File: src/rtl/mem_resp_pkg.sv
// Shared types and helpers for the multi-cycle data-memory responder.
package mem_resp_pkg;

  localparam int DATA_W  = 16;
  localparam int LAT_MIN = 1;

  typedef enum logic [1:0] {
    IDLE = 2'd0,
    BUSY = 2'd1,
    DONE = 2'd2
  } state_t;

  // Byte address to word index; the upper bits are kept so callers can range-check them.
  function automatic logic [15:0] word_index(input logic [15:0] byte_addr);
    return {1'b0, byte_addr[15:1]};
  endfunction

endpackage

File: src/rtl/mem_resp_ctrl_if.sv
// Request/response bus between the Memory stage (master) and the memory responder (slave).
interface mem_resp_ctrl_if;
  import mem_resp_pkg::*;

  logic              enable;
  logic              wr;
  logic [15:0]       addr;
  logic [DATA_W-1:0] data_in;
  logic [DATA_W-1:0] data_out;
  logic              stall;
  logic              done;
  logic              err;

  modport master (
    output enable, wr, addr, data_in,
    input  data_out, stall, done, err
  );

  modport slave (
    input  enable, wr, addr, data_in,
    output data_out, stall, done, err
  );
endinterface

File: src/rtl/mem_resp_array.sv
// Word storage for the responder: synchronous write, combinational read of the same address.
module mem_resp_array
  import mem_resp_pkg::*;
#(
  parameter int ADDR_W = 8
) (
  input  logic              clk,
  input  logic              we,
  input  logic [ADDR_W-1:0] addr,
  input  logic [DATA_W-1:0] wdata,
  output logic [DATA_W-1:0] rdata
);

  logic [DATA_W-1:0] mem_q [2**ADDR_W];

  always_ff @(posedge clk) begin
    if (we) begin
      mem_q[addr] <= wdata;
    end
  end

  // The controller registers this value itself at the access edge.
  assign rdata = mem_q[addr];

endmodule

File: src/rtl/mem_resp_ctrl.sv
// Multi-cycle memory responder: captures one request, waits LAT cycles, then
// performs the access and pulses done with read data and error status.
module mem_resp_ctrl
  import mem_resp_pkg::*;
#(
  parameter int ADDR_W = 8,
  parameter int LAT    = 2
) (
  input  logic             clk,
  input  logic             rst,
  mem_resp_ctrl_if.slave   bus
);

  localparam int CNT_W = (LAT > 1) ? $clog2(LAT) : 1;
  localparam logic [CNT_W-1:0] CNT_LOAD = CNT_W'(LAT - 1);

  if (LAT < LAT_MIN) begin : g_bad_lat
    $error("mem_resp_ctrl: LAT must be at least 1");
  end

  state_t            state_q;
  logic [CNT_W-1:0]  cnt_q;
  logic [15:0]       addr_q;
  logic              wr_q;
  logic [DATA_W-1:0] wdata_q;
  logic [DATA_W-1:0] data_out_q;
  logic              stall_q;
  logic              done_q;
  logic              err_q;

  logic [15:0]       widx;
  logic [ADDR_W-1:0] idx;
  logic              acc_err;
  logic              acc_edge;
  logic              mem_we;
  logic [DATA_W-1:0] mem_rdata;

  // Everything about the access is derived from the captured copy, never the live bus.
  assign widx     = word_index(addr_q);
  assign idx      = widx[ADDR_W-1:0];
  assign acc_err  = addr_q[0] | (|(widx >> ADDR_W));
  assign acc_edge = (state_q == BUSY) && (cnt_q == '0);
  assign mem_we   = acc_edge && wr_q && !acc_err;

  mem_resp_array #(
    .ADDR_W (ADDR_W)
  ) u_array (
    .clk   (clk),
    .we    (mem_we),
    .addr  (idx),
    .wdata (wdata_q),
    .rdata (mem_rdata)
  );

  always_ff @(posedge clk or negedge rst) begin
    if (!rst) begin
      state_q    <= IDLE;
      cnt_q      <= '0;
      addr_q     <= '0;
      wr_q       <= 1'b0;
      wdata_q    <= '0;
      data_out_q <= '0;
      stall_q    <= 1'b0;
      done_q     <= 1'b0;
      err_q      <= 1'b0;
    end else begin
      case (state_q)
        IDLE: begin
          if (bus.enable) begin
            addr_q  <= bus.addr;
            wr_q    <= bus.wr;
            wdata_q <= bus.data_in;
            cnt_q   <= CNT_LOAD;
            stall_q <= 1'b1;
            state_q <= BUSY;
          end
        end
        BUSY: begin
          if (cnt_q == '0) begin
            stall_q <= 1'b0;
            done_q  <= 1'b1;
            err_q   <= acc_err;
            if (acc_err) begin
              data_out_q <= '0;
            end else if (!wr_q) begin
              data_out_q <= mem_rdata;
            end
            state_q <= DONE;
          end else begin
            cnt_q <= cnt_q - 1'b1;
          end
        end
        DONE: begin
          done_q  <= 1'b0;
          err_q   <= 1'b0;
          state_q <= IDLE;
        end
        default: begin
          stall_q <= 1'b0;
          done_q  <= 1'b0;
          err_q   <= 1'b0;
          state_q <= IDLE;
        end
      endcase
    end
  end

  assign bus.data_out = data_out_q;
  assign bus.stall    = stall_q;
  assign bus.done     = done_q;
  assign bus.err      = err_q;

endmodule

File: src/flat_wrapper.sv
// flat-port wrapper written by rule: the top's interface ports become plain ports
module mem_resp_ctrl_flat import mem_resp_pkg::*;
#(
  parameter int ADDR_W = 8,
  parameter int LAT    = 2
)
  (clk, rst, bus_enable, bus_wr, bus_addr, bus_data_in, bus_data_out, bus_stall, bus_done, bus_err);
  mem_resp_ctrl_if bus_i ();
  input  logic clk;
  input  logic rst;
  input wire logic [$bits(bus_i.enable)-1:0] bus_enable;
  input wire logic [$bits(bus_i.wr)-1:0] bus_wr;
  input wire logic [$bits(bus_i.addr)-1:0] bus_addr;
  input wire logic [$bits(bus_i.data_in)-1:0] bus_data_in;
  output wire logic [$bits(bus_i.data_out)-1:0] bus_data_out;
  output wire logic [$bits(bus_i.stall)-1:0] bus_stall;
  output wire logic [$bits(bus_i.done)-1:0] bus_done;
  output wire logic [$bits(bus_i.err)-1:0] bus_err;
  assign bus_i.enable = bus_enable;
  assign bus_i.wr = bus_wr;
  assign bus_i.addr = bus_addr;
  assign bus_i.data_in = bus_data_in;
  assign bus_data_out = bus_i.data_out;
  assign bus_stall = bus_i.stall;
  assign bus_done = bus_i.done;
  assign bus_err = bus_i.err;
  mem_resp_ctrl #(.ADDR_W(ADDR_W), .LAT(LAT)) u_core (.clk(clk), .rst(rst), .bus(bus_i));
endmodule
File: config.mk
export PLATFORM = sky130hd
export DESIGN_NAME = mem_resp_ctrl_flat
export DESIGN_NICKNAME = d
export VERILOG_FILES = /design/src/rtl/mem_resp_pkg.sv /design/src/rtl/mem_resp_ctrl_if.sv /design/src/rtl/mem_resp_array.sv /design/src/rtl/mem_resp_ctrl.sv /design/src/flat_wrapper.sv
export SDC_FILE = /design/constraint.sdc
export NUM_CORES = 2
export LEC_CHECK = 0
export BUFFER_PORTS_ARGS = -buffer_cell sky130_fd_sc_hd__buf_4
export CORE_MARGIN = 2
export CORE_UTILIZATION = 40
export CTS_CLUSTER_SIZE = 16
export DETAILED_ROUTE_END_ITERATION = 8
export PLACE_DENSITY_LB_ADDON = 0.3
export SLEW_MARGIN = 20
export SYNTH_ARGS = -nofsm -noshare
export SYNTH_HDL_FRONTEND = slang
export SYNTH_SLANG_ARGS = --single-unit
File: constraint.sdc
create_clock -name clk -period 5.15 [get_ports clk]
set_input_delay 0.2575 -clock clk [delete_from_list [all_inputs] [get_ports clk]]
set_output_delay 0.2575 -clock clk [all_outputs]
set_load 0.02 [all_outputs]
; After elaboration in Yosys (flattened, before gate mapping)
; Memory sizes are Yosys's and may differ from the RTL's.
; Index checks and enable logic that the tools add are counted.
[totals]
ff_bits = 55
out_inout_bits = 19
ramBits = 4096
n_memories = 1
input_bits = 36
[memory_table]
columns = name, words, word_bits, rd, rd_clocked_by_memory_dff, wr, line_no
row1 = u_core.u_array.mem_q, 256, 16, 1, 0, 1, mem_resp_array.sv:14  ; logic [DATA_W-1:0] mem_q [2**ADDR_W];
[classes]
n_mux = 16
n_addsub = 1
n_bitwise = 4
n_eq_ne = 5
reduce_logical = 13
[op_table]
columns = op, count
row1 = 16-bit 2-to-1 mux, 2
row2 = 2-bit AND reduction, 4
row3 = 1-bit 2-to-1 mux, 7
row4 = 7-bit OR reduction, 1
row5 = 2-bit != test (second input constant), 3
row6 = 1-bit one-hot mux with 2 select lines, 3
row7 = 3-bit AND reduction, 2
row8 = 2-bit 2-to-1 mux, 2
row9 = 2-bit one-hot mux with 2 select lines, 1
row10 = 1-bit logical AND, 3
row11 = 1-bit NOT, 3
row12 = 1-bit one-hot mux with 3 select lines, 1
row13 = 2-bit by 1-bit equality test with 1-bit output (second input constant), 1
row14 = 2-bit equality test (second input constant), 1
row15 = 2-bit zero test, 1
row16 = 2-bit nonzero test, 1
row17 = 1-bit zero test, 1
row18 = 1-bit bitwise OR, 1
row19 = 1-bit subtractor (second input constant), 1

; Longest topological paths before layout
[depth]
depth_word = 6
depth_mapped = 12
mapped_depth_nobuf = 7

; Hierarchy
; From an unflattened synthesis, not the netlist that was laid out.
[unflattened]
hier_cells = 6843
area_unflattened_um2 = 157178.2
[modules_own_cells]
columns = module, cells_each, seq_area_each_um2, area_each_um2, instances
row1 = mem_resp_array, 6711, 122998.0, 155078.7, 1
row2 = mem_resp_ctrl, 132, 1376.3, 2099.5, 1

; Worst setup path before layout
; OpenSTA, ideal clock, no wires.
[synth_timing]
path_kind = reg2reg
from = register u_core.wdata_q[0]
to = memory u_core.u_array.mem_q[0][0], data pin
n_path_buf = 0
path_stages_with_launch = 1
t_arrival_ns = 3.181
synth_period_minus_slack_ns = 3.984
path_slack_ns = 1.166
required_time_ns = 4.347
cell_sequence = dfrtp_1
[synth_rtl]
columns = item, line_no
row1 = start: declaration, mem_resp_ctrl.sv:25  ; logic [DATA_W-1:0] wdata_q;
row2 = start signal: assignment, mem_resp_ctrl.sv:72  ; wdata_q <= bus.data_in;
row3 = end: declaration, mem_resp_array.sv:14
; No word-level cell before the write port.

; Final worst setup path
[layout_timing]
from = register u_core.addr_q[4]
to = register u_core.data_out_q[8], in the netlist u_core.bus.data_out[8]
[layout_between]
elab_chain_cells = 3
[layout_lines]
columns = item, line_no
row1 = start: declaration, mem_resp_ctrl.sv:23  ; logic [15:0] addr_q;
row2 = start signal: assignment, mem_resp_ctrl.sv:70  ; addr_q <= bus.addr;
row3 = memory read 256 x 16 bit, --
row4 = 16-bit 2-to-1 mux, mem_resp_ctrl.sv:85  ; end else if (!wr_q) begin
row5 = 16-bit 2-to-1 mux, mem_resp_ctrl.sv:83  ; if (acc_err) begin
row6 = end signal: assignment, mem_resp_ctrl.sv:86  ; data_out_q <= mem_rdata;
row7 = end: declaration, mem_resp_ctrl.sv:26  ; logic [DATA_W-1:0] data_out_q;
; Every way passes these cells. The select of a mux whose other input is x is not followed.
; A chain may end at the register's enable or synchronous reset.

==> results.cfg <==
[setup_path]
cp_max_fo = 50
critPathRequiredTime_ns = 5.94
critPathCaptureType = flop
reg2reg_depth = 6
critPathKind = flop to flop
critPathLaunchType = flop
crit_arrival_ns = 5.58

[finish]
area_growth_pct = 15.34
fin_util = 0.4638
drive_above_1_share = 0.2592
nets = 8188

[drt]
drt_wl_total_mm = 440.1
drt_iter0_drc = 11360
vias = 80970
drc = 0
vias_per_cell = 5.886
ant_nets = 0
firstDrtPassIters = 7
wl_per_cell_um = 31.99

[logic_synthesis]
ys_seq_area_frac = 0.7810
ys_types = 46
synth_common_cells = edfxtp_1 (4096), mux4_2 (813), mux2i_1 (474)
avgSynthCellArea_um2 = 21.18
synth_nets = 7556
synth_area_mm2 = 0.1592
yosys-top-cells-area = edfxtp_1 (77%), mux4_2 (11%), mux2i_1 (3.0%), a22oi_1 (0.98%), dfrtp_1 (0.86%)
synth_seq_cells = 4151
syn_inst = 7520
synth.most_common_cell = edfxtp_1
ys.warnings.count = 0
async_reset_ff_frac = 0.01325
synth_edf_count = 4096
synth_area_leader_cell = edfxtp_1
synth_top_area_share = 0.7724
ys.flop_type = edfxtp_1

[placed_design]
gp_congestion = 0.8747
port_buffers = 54
dp_hpwl_mm = 265.1

[sta]
fin_worst_skew_ns = 0.08971
fmax_mhz = 208.9
hold_ws_ns = 0.06443
setup_tns_ns = 0
worst_pin_slew_ns = 1.222
drv_slew = 0
max-slew-margin-rel = 0.1852
period_share = 0.9295
rsz0062_at_grt = no
hold_viol = 0
layout_min_cycle_time_ns = 4.787
setup-violations-final = 0

[grt]
grt_use_total = 0.2129
overflow = 0
grt_pass1_wl_mm = 614.1
grt_max_degree = 165
antenna_found_initial = 28
grt_pass1_vias = 79360

[cts]
cts.sinks = 4151
clk-insertion-delay-late_ns = 0.98
clk_pin_slew_worst_paths_ns = 0.06
cts.root.buffer_cell = clkbuf_16
cts_buffers = 421
ctsHoldBuffers = 53
cts_resized = 0
cts_setup_buffers = 0
clockBufferDepth = 4
cts_tree = done
cts_max_level = 5

[die]
std_cell_rows = 231
start_util = 0.4022
core_mm2 = 0.3960
die_y_um = 635.0
dieArea_mm2 = 0.4032
die_w_um = 635.0
io_pins = 55

[run]
cap_viol_max_count = 0

[worst_hold_path]
min_path_cells = 3
hold_path.class = primary input to flop

[pwr]
peakVddDrop_mv = 0.5015
p_leak_nw = 58.37
power.density_mw_per_mm2 = 572.9

[run_status]
status = finished clean
==> final cells by class <==
class                      instances  area (um^2)
fill                           32430       212300
sequential                      4151       124500
multi-input combinational       2912        32910
clock buffer                     524        11100
tap                             5242         6559
timing repair buffer             661         5807
clock inverter                   254         2793
antenna                            8        20.02
inverter                           5        18.77
==> placed cells by master, fill, tap and decap left out, types with 49 or more instances in the layout <==
cell type,instances
edfxtp_1,4096
mux4_2,813
buf_4,551
mux2i_1,474
clkbuf_16,425
nor2_1,275
a22oi_1,207
a21oi_1,207
nand2_1,195
o21ai_0,112
mux2_2,106
clkinv_1,89
clkbuf_1,88
nand3_1,84
clkinv_2,70
o22ai_1,66
buf_12,55
dlygate4sd3_1,53
bufinv_16,51
nand4_1,49
==> registers in the layout, summed over array words and instances, names as in the netlist, 2 cells and up <==
name                  cells
u_core.state_q            2
u_core.bus.data_out      16
u_core.wdata_q           16
u_core.u_array.mem_q   4096
u_core.addr_q            16
==> report_power, final <==
part	total, mW	internal [mW]	switching, mW
logic	30.1	9.98	20.1
registers	44.3	42.4	1.83
clock network	30.8	17.9	12.9
total	105	70.3	34.9
==> through the flow <==
| step | area, um^2 | std cells | setup WS (ns) | total power, mW |
|---|---|---|---|---|
| detailed placement | 169200 | 12920 | 0.4698 | 75.01 |
| CTS | 183600 | 13750 | 0.4031 | 105.7 |
| global route | 183600 | 13750 | 0.2653 | 108.2 |
| finish | 183700 | 13760 | 0.3632 | 105.2 |
| global placement | 169100 | 12920 | 0.4498 | 74.56 |
| floorplan | 159200 | 7520 | 1.166 | 62.08 |
==> layer usage <==
| layer | part of all wire | GRT usage | vias up |
|---|---|---|---|
| li1 | - | - | 32730 |
| met1 | 0.40 | 0.3018 | 43330 |
| met2 | 0.47 | 0.3319 | 4236 |
| met3 | 0.090 | 0.03786 | 655 |
| met4 | 0.039 | 0.07679 | 14 |
| met5 | 0.00020 | 0 | - |
==> worst max-delay path, stage by stage, from the launching register on <==
cell and delay [ns]:
dfrtp_4 1.13, or4bb_1 0.85, o22ai_1 0.24, nor3_1 0.66
nand4_1 0.59, a41oi_1 0.92, a21oi_1 0.16
==> worst paths after layout <==
check | from | end | slack, ns
setup / recovery | u_core.addr_q[4] | u_core.bus.data_out[8] | 0.36
hold / removal | bus_data_in[6] | u_core.wdata_q[6] | 0.06
setup reg to reg | u_core.addr_q[4] | u_core.bus.data_out[8] | 0.36
hold reg to reg | u_core.bus.done | u_core.bus.done | 0.53
max in group asynchronous | rst | u_core.wdata_q[4] | 3.49
min in group asynchronous | rst | u_core.addr_q[2] | 0.55
==> cells by family after synthesis <==
kind of cell | count (synthesis) | share of synthesized area
DFF | 4151 | 0.7810
muxes | 1393 | 0.1523
AOI/OAI and AO/OA | 775 | 0.03197
and+or+nand+nor | 744 | 0.02081
buffers and inverters | 457 | 0.01390
(Power assumes the default switching activity.)
